## src/rtl/keypad_lock_fsm.sv

```systemverilog
// Digital-lock policy: 4-digit code entry, compare, timed unlock, failure counting,
// timed lockout and code reprogramming. Every output is registered.
module keypad_lock_fsm #(
    parameter logic [15:0] DEFAULT_CODE   = 16'h1234,
    parameter int unsigned MAX_FAILS      = 3,
    parameter int unsigned UNLOCK_CYCLES  = 250_000_000,
    parameter int unsigned FAIL_CYCLES    = 50_000_000,
    parameter int unsigned LOCKOUT_CYCLES = 500_000_000
) (
    input  logic        clk,
    input  logic        rst,
    input  logic [3:0]  keypad_value,
    input  logic        keypress,
    output logic [15:0] entry_digits,
    output logic [2:0]  digit_count,
    output logic        unlocked,
    output logic        program_mode,
    output logic        fail_flag,
    output logic        locked_out,
    output logic [3:0]  fail_count,
    output logic        code_changed,
    output logic [2:0]  rgb
);
    localparam int unsigned TMAX_A = (UNLOCK_CYCLES > FAIL_CYCLES) ? UNLOCK_CYCLES : FAIL_CYCLES;
    localparam int unsigned TMAX   = (TMAX_A > LOCKOUT_CYCLES) ? TMAX_A : LOCKOUT_CYCLES;
    localparam int unsigned TW     = $clog2(TMAX) + 1;
    localparam logic [TW-1:0] UNLOCK_LAST  = TW'(UNLOCK_CYCLES - 1);
    localparam logic [TW-1:0] FAIL_LAST    = TW'(FAIL_CYCLES - 1);
    localparam logic [TW-1:0] LOCKOUT_LAST = TW'(LOCKOUT_CYCLES - 1);
    localparam logic [3:0]    MAX_FAILS_4  = 4'(MAX_FAILS);

    localparam logic [3:0] KEY_ENTER = 4'hA;
    localparam logic [3:0] KEY_CLEAR = 4'hB;
    localparam logic [3:0] KEY_PROG  = 4'hC;
    localparam logic [3:0] KEY_LOCK  = 4'hD;

    typedef enum logic [2:0] {
        S_ENTRY, S_UNLOCKED, S_PROGRAM, S_FAIL, S_LOCKOUT
    } state_t;

    state_t        state_q, state_d;
    logic [15:0]   code_q, code_d;
    logic [15:0]   buf_q, buf_d;
    logic [2:0]    cnt_q, cnt_d;
    logic [3:0]    fail_q, fail_d;
    logic [TW-1:0] timer_q, timer_d;
    logic          code_changed_q, code_changed_d;
    logic          unlocked_q, unlocked_d;
    logic          program_mode_q, program_mode_d;
    logic          fail_flag_q, fail_flag_d;
    logic          locked_out_q, locked_out_d;
    logic [2:0]    rgb_q, rgb_d;

    logic       is_digit;
    logic [3:0] fail_inc;

    assign is_digit = (keypad_value < 4'hA);
    assign fail_inc = (fail_q == 4'hF) ? 4'hF : fail_q + 4'd1;

    always_comb begin
        state_d        = state_q;
        code_d         = code_q;
        buf_d          = buf_q;
        cnt_d          = cnt_q;
        fail_d         = fail_q;
        code_changed_d = 1'b0;

        case (state_q)
            S_ENTRY, S_PROGRAM: begin
                if (keypress) begin
                    if (is_digit) begin
                        if (cnt_q < 3'd4) begin
                            buf_d = {buf_q[11:0], keypad_value};
                            cnt_d = cnt_q + 3'd1;
                        end
                    end else if (keypad_value == KEY_CLEAR) begin
                        buf_d = 16'h0000;
                        cnt_d = 3'd0;
                    end else if (keypad_value == KEY_ENTER) begin
                        buf_d = 16'h0000;
                        cnt_d = 3'd0;
                        if (state_q == S_ENTRY) begin
                            if (cnt_q == 3'd4 && buf_q == code_q) begin
                                state_d = S_UNLOCKED;
                                fail_d  = 4'd0;
                            end else begin
                                fail_d  = fail_inc;
                                state_d = (fail_inc >= MAX_FAILS_4) ? S_LOCKOUT : S_FAIL;
                            end
                        end else if (cnt_q == 3'd4) begin
                            code_d         = buf_q;
                            code_changed_d = 1'b1;
                            state_d        = S_ENTRY;
                        end else begin
                            state_d = S_UNLOCKED;
                        end
                    end else if (keypad_value == KEY_LOCK && state_q == S_PROGRAM) begin
                        buf_d   = 16'h0000;
                        cnt_d   = 3'd0;
                        state_d = S_ENTRY;
                    end
                end
            end
            S_UNLOCKED: begin
                // Expiry outranks any key landing on the same edge.
                if (timer_q == UNLOCK_LAST) begin
                    state_d = S_ENTRY;
                end else if (keypress && keypad_value == KEY_PROG) begin
                    state_d = S_PROGRAM;
                    buf_d   = 16'h0000;
                    cnt_d   = 3'd0;
                end else if (keypress && keypad_value == KEY_LOCK) begin
                    state_d = S_ENTRY;
                end
            end
            S_FAIL: begin
                if (timer_q == FAIL_LAST) state_d = S_ENTRY;
            end
            S_LOCKOUT: begin
                if (timer_q == LOCKOUT_LAST) begin
                    state_d = S_ENTRY;
                    fail_d  = 4'd0;
                end
            end
            default: state_d = S_ENTRY;
        endcase

        // Untimed states hold the timer at zero so it never wraps.
        if (state_d != state_q || state_q == S_ENTRY || state_q == S_PROGRAM)
            timer_d = '0;
        else
            timer_d = timer_q + TW'(1);

        unlocked_d     = (state_d == S_UNLOCKED) || (state_d == S_PROGRAM);
        program_mode_d = (state_d == S_PROGRAM);
        fail_flag_d    = (state_d == S_FAIL);
        locked_out_d   = (state_d == S_LOCKOUT);
        case (state_d)
            S_UNLOCKED:        rgb_d = 3'b010;
            S_PROGRAM:         rgb_d = 3'b100;
            S_FAIL, S_LOCKOUT: rgb_d = 3'b001;
            default:           rgb_d = 3'b000;
        endcase
    end

    always_ff @(posedge clk) begin
        if (rst) begin
            state_q        <= S_ENTRY;
            code_q         <= DEFAULT_CODE;
            buf_q          <= 16'h0000;
            cnt_q          <= 3'd0;
            fail_q         <= 4'd0;
            timer_q        <= '0;
            code_changed_q <= 1'b0;
            unlocked_q     <= 1'b0;
            program_mode_q <= 1'b0;
            fail_flag_q    <= 1'b0;
            locked_out_q   <= 1'b0;
            rgb_q          <= 3'b000;
        end else begin
            state_q        <= state_d;
            code_q         <= code_d;
            buf_q          <= buf_d;
            cnt_q          <= cnt_d;
            fail_q         <= fail_d;
            timer_q        <= timer_d;
            code_changed_q <= code_changed_d;
            unlocked_q     <= unlocked_d;
            program_mode_q <= program_mode_d;
            fail_flag_q    <= fail_flag_d;
            locked_out_q   <= locked_out_d;
            rgb_q          <= rgb_d;
        end
    end

    assign entry_digits = buf_q;
    assign digit_count  = cnt_q;
    assign fail_count   = fail_q;
    assign code_changed = code_changed_q;
    assign unlocked     = unlocked_q;
    assign program_mode = program_mode_q;
    assign fail_flag    = fail_flag_q;
    assign locked_out   = locked_out_q;
    assign rgb          = rgb_q;
endmodule

```

## config.mk

```make
export PLATFORM = sky130hd
export DESIGN_NAME = keypad_lock_fsm
export DESIGN_NICKNAME = d
export VERILOG_FILES = /design/src/rtl/keypad_lock_fsm.sv
export SDC_FILE = /design/constraint.sdc
export NUM_CORES = 1
export LEC_CHECK = 0
export CORE_ASPECT_RATIO = 0.7
export CORE_MARGIN = 4
export CORE_UTILIZATION = 56
export CTS_CLUSTER_DIAMETER = 50
export DETAILED_ROUTE_END_ITERATION = 8
export PLACE_DENSITY_LB_ADDON = 0.15
export SYNTH_ARGS = -nofsm -noshare
export SYNTH_HDL_FRONTEND = slang
export SYNTH_SLANG_ARGS = --single-unit
```

## constraint.sdc

```tcl
create_clock -name clk -period 2.8 [get_ports clk]
set_clock_uncertainty 0.15 [all_clocks]
set_input_delay 0.42 -clock clk [delete_from_list [all_inputs] [get_ports clk]]
set_output_delay 0.42 -clock clk [all_outputs]
set_load 0.03 [all_outputs]
```

---- Yosys cells after proc, flatten, opt, wreduce, memory -nomap -nowiden ----
Index checks and enable logic that the tools add are counted.
cells by class
  $add $sub $neg .......................... 3
  $mul .................................... 0
  div/mod/pow operators ................... 0
  magnitude comparators ................... 3
  equal/unequal tests ..................... 29
  shifts and indexed selects .............. 0
  multiplexer cells ....................... 44
  bitwise operators ....................... 6
  reduce and logical (&&, ||, !) cells .... 17
operators by type and width
  cell                                                                number
  16-bit two-way mux                                                  8
  3-bit two-way mux                                                   21
  4-bit two-way mux                                                   8
  16-bit one-hot mux with 2 select lines                              1
  30-bit by 1-bit adder with 30-bit output (second input constant)    1
  30-bit by 26-bit == test with 1-bit output (second input constant)  1
  30-bit by 28-bit == test with 1-bit output (second input constant)  1
  30-bit by 29-bit == test with 1-bit output (second input constant)  1
  4-bit == test (second input constant)                               5
  16-bit == test                                                      1
  2-bit inequality test (second input constant)                       8
  7-bit AND reduction                                                 2
  3-bit by 2-bit == test with 1-bit output (second input constant)    4
  3-bit one-hot mux with 4 select lines                               1
  3-bit == test (second input constant)                               3
  3-bit one-hot mux with 3 select lines                               1
  4-bit one-hot mux with 2 select lines                               1
  7-bit OR reduction                                                  1
  3-bit by 1-bit == test with 1-bit output (second input constant)    2
  1-bit inverter                                                      6
  3-bit one-hot mux with 2 select lines                               1
  6-bit AND reduction                                                 1
  2-bit OR reduction                                                  3
  5-bit inequality test (second input constant)                       1
  other kinds (12)                                                    19
word-level totals
  register bits after elaboration ......... 80
  latch bits .............................. 0
  bits in writable memories ............... 0
  bits in read-only memories .............. 0
  bits of input ports ..................... 7
  output and inout port bits .............. 31
  logic and storage cells ................. 114
  memories kept ........................... 0

---- Longest topological paths before layout ----
  depth in word-level cells ............... 15
  gate-level depth with buffers ........... 9
  depth with buffers taken out ............ 9

---- Least setup slack after synthesis ----
No wires, ideal clock.
  path kind ............................... register -> register
  from .................................... register fail_q[0], in the netlist fail_count[0]
  to ...................................... register timer_q[13]
  setup time .............................. 0.064 ns
  arrival ................................. 2.554 ns
  data required time ...................... 2.586 ns
  setup slack ............................. 0.032 ns
  stages on the path, launching flop included .. 9
  path buffers ............................ 1
  period minus slack after synthesis ...... 2.768 ns
  path through ............................ dfxtp_1 ha_1 nor2b_1 a2111oi_2 nor3b_2 a211oi_4 a2111o_2 buf_6 nor2_1
on the way
  word-level cells in the longest chain between the ends .. 15
  elaborated cells on any way between the ends .. 16
  those cells by class .................... add/sub: 1; order compare: 1; eq/ne: 2; mux: 9; reduce/logical: 3
RTL lines
  item                                                                     RTL line  source
  start: declaration                                                       45        logic [3:0] fail_q, fail_d;
  start signal: assignment                                                 165       fail_q <= fail_d;
  4-bit by 1-bit adder with 4-bit output or 4-bit == test (tied branches)  58        assign fail_inc = (fail_q == 4'hF) ? 4'hF : fail_q + 4'd1;
  4-bit two-way mux (*)                                                    58
  4-bit by 2-bit >= comparator with 1-bit output (*)                       88        state_d = (fail_inc >= MAX_FAILS_4) ? S_LOCKOUT : S_FAIL;
  3-bit two-way mux (*)                                                    88
  3-bit two-way mux (*)                                                    83        if (cnt_q == 3'd4 && buf_q == code_q) begin
  3-bit two-way mux (*)                                                    82        if (state_q == S_ENTRY) begin
  3-bit two-way mux (*)                                                    79        end else if (keypad_value == KEY_ENTER) begin
  3-bit two-way mux (*)                                                    76        end else if (keypad_value == KEY_CLEAR) begin
  3-bit two-way mux (*)                                                    71        if (is_digit) begin
  3-bit two-way mux (*)                                                    70        if (keypress) begin
  3-bit one-hot mux with 4 select lines (*)                                68        case (state_q)
  3-bit inequality test (*)                                                129       if (state_d != state_q || state_q == S_ENTRY || state_q == S_PROGRAM)
  1-bit logical OR (*) (2 in series)                                       129
  2-bit OR reduction (no line) (*)                                         n/a
  end signal: assignment                                                   166       timer_q <= timer_d;
  end: declaration                                                         46        logic [TW-1:0] timer_q, timer_d;
Every way passes the cells marked *; elsewhere a longest branch is shown, timed or not.
A chain may end at the register's enable or synchronous reset.

---- Worst setup path in the final report ----
  from .................................... register fail_q[0], in the netlist fail_count[0]
  to ...................................... register timer_q[18]
Same word-level chain as after synthesis.

==> results.yml <==
outcome:
  outcome: "complete, no violations"
setup_path:
  critical_path.top_delay_family: "compound AO/OA/AOI/OAI gates"
  critPathCaptureType: "flip-flop"
  r2r-start: "fail_count[0]"
  worstSetupStartpointType: "flip-flop"
  r2r_end: "timer_q[18]"
  critical_path.max_stage_delay_ps: 500
  crit_required_ps: 2920
  critPathKind: "flip-flop to flip-flop"
  startpoint: "fail_count[0]"
  path_cells: "ha_1 -> nor2b_1 -> a2111oi_2 -> buf_4 -> nor3b_2 -> a211oi_4 -> a2111o_2 -> buf_12 -> nor2_1"
  reg2regPathDepth: 9
  path_buf_inv: 2
  critPathSlowestCell: "a2111o_2"
  crit_fanout: 30
  r2r_slack_ps: 160
  crit_arrival_ps: 2760
cts:
  cts_tree: "done"
  post_cts_buffers: 0
  path_clk_slew_ps: 80
  cts.sinks: 79
  clock_latency_ps: 350
  clk_path_buf_depth: 2
  cts_max_level: 3
  ctsRootBufferMaster: "clkbuf_8"
  cts_buffers: 9
synthesis:
  synth-edff-count: 0
  synth_top_area_share_pct: 42.6
  yosysTopAreaCell: "dfxtp_1"
  yosysWarnings: 0
  synth_ff_type: "dfxtp_1"
  synth_area_leaders: "dfxtp_1, nor2_1, xor2_1"
  async_flop_share_pct: 0
  ys_ff_latch: 79
  synth_cell_types: 54
  avgSynthCellArea_um2: 8.61
  synthesis.area_um2: 3710
  synth.yosys.seq_area_share_pct: 42.6
  synthCells: 431
  synth_nets: 442
floorplan:
  die-area_um2: 8020
  core_area_um2: 6340
  rows: 24
  io_pins: 38
  die_x_um: 105
  die_height_um: 76.1
  start_util_pct: 58.6
sta:
  final.min_clock_period_ps: 2640
  rsz0062_at_grt: "false"
  timing.final.ws_setup_ps: 162
  min_period_over_period_pct: 94.2
  slew_headroom_pct: 64.8
  fin_setup_tns_ps: 0
  hold_violations: 0
  setup_viol: 0
  worst_pin_slew_ps: 524
  fmax_mhz: 379
  maxSlewViolCount: 0
route:
  via_count: 3176
  viasPerCell: 5.49
  postRouteAntennaNets: 0
  routedWlPerCell_um: 14.1
  drc: 0
  drt_iter0_drc: 185
  firstDrtPassIters: 5
  drt-total-wl_um: 8160
place:
  place.gp.congestion: 0.834
  portBuffers: 37
  hpwl_um: 5870
  pre_cts_ws_ps: 27.0
pwr:
  p_leak_nw: 1.65
  seq_power_share_pct: 55.3
  power_frac_comb_pct: 6.3
  power_density_nw_per_um2: 460
  power.internal_mw: 1.52
  power.switching_mw: 0.535
  swShare_pct: 26.0
  ir_drop_uv: 307
  power_mw: 2.06
  clockPowerShare_pct: 38.4
finish:
  layout.nets: 493
  layout-drive-gt1-share_pct: 9.86
  layout_common_cells: "nor2_1, dfxtp_1, clkdlybuf4s50_1, xor2_1, a21oi_1"
  antenna_cells: 0
  layout_commonest_cell: "nor2_1"
  syn2layout_area_growth_pct: 20.5
  fill_cells: 511
grt:
  antenna_found_initial: 0
  grt_pass1_vias: 2902
  grt_first_pass_wirelength_um: 14200
  grt_overflow: 0
  grt_max_degree: 48
  grt.total_usage_pct: 21.4
job:
  max_cap_violations: 0
min_path:
  min_path_type: "flip-flop to flip-flop"
  min_path_cells: 1
  min_delay_worst_endpoint: "timer_q[0]"
  holdCritStartpoint: "timer_q[0]"
synthesized netlist by cell type, types with 9 or more instances:
library cell,count
and3_1,22
xnor2_1,18
nand3_1,18
inv_1,12
mux2i_1,11
nor2_1,85
nor2b_1,10
a21oi_1,26
nand4_1,10
nand2_1,25
clkbuf_1,9
xor2_1,27
dfxtp_1,79
routing by layer:
| layer | wire [um] | share of wire, % | GRT usage [%] |
|---|---|---|---|
| met3 | 506 | 6.2 | 5.50 |
| met4 | 62 | 0.76 | 5.64 |
| met2 | 3460 | 42 | 30.7 |
| met1 | 4130 | 51 | 31.8 |
| met5 | 0 | 0 | 0 |
stage by stage:
step           utilization, %  hold slack [ps]  cells  area [um2]
4_1_cts                  70.5              326    578        4470
2_1_floorplan               -              279    431        3710
3_5_place_dp             67.5              306    562        4280
5_1_grt                  70.6              375    578        4470
3_3_place_gp             67.5              288    562        4280
6_report                 70.6              317    578        4470
cell families after synthesis:
kind of cell,synth area share (%)
fa+ha+maj,1.35
mux,2.97
compound gates,10.1
simple gates,28.6
flops,42.6
buf+inv,3.77
xor+xnor,10.6
area by class of cell:
| class | instances | area (um2) | area share, % |
|---|---|---|---|
| Multi-Input combinational cell | 323 | 2000 | 44.7 |
| Sequential cell | 79 | 1580 | 35.4 |
| Timing Repair Buffer | 57 | 546 | 12.2 |
| Clock buffer | 9 | 124 | 2.77 |
| Tap cell | 91 | 114 | 2.55 |
| Clock inverter | 7 | 62.6 | 1.40 |
| Inverter | 12 | 45.0 | 1.01 |
sequential cells by signal, indices dropped and copies added (netlist names):
signal        count
state_q           3
digit_count       3
rgb               2
timer_q          30
fail_flag         1
locked_out        1
code_q           16
entry_digits     16
code_changed      1
unlocked          1
program_mode      1
fail_count        4
worst max-delay path by stage:
stage / endpoint / slack (ps) / depth (start not counted)
finish: timer_q[18] / 160 / 9
CTS: timer_q[18] / 140 / 9
floorplan: timer_q[13] / 30 / 8
global placement: timer_q[22] / 130 / 8
detailed placement: timer_q[18] / 30 / 8
global route: timer_q[18] / 8 / 9
power by group through the flow:
stage / Sequential (mW) / Clock, mW / Combinational [mW]
final: 1.14 / 0.790 / 0.130
after global routing: 1.14 / 0.867 / 0.142
after CTS: 1.14 / 0.815 / 0.129
after detailed placement: 1.17 / 0 / 0.128
after global placement: 1.17 / 0 / 0.126
after floorplan: 1.18 / 0 / 0.0593
timing repair:
action | in CTS | in global routing
endpoints found under the setup margin | 0 | 3
hold buffers | 0 | 0
gates resized for setup | 0 | 1
Power figures use the tool's default switching activity.
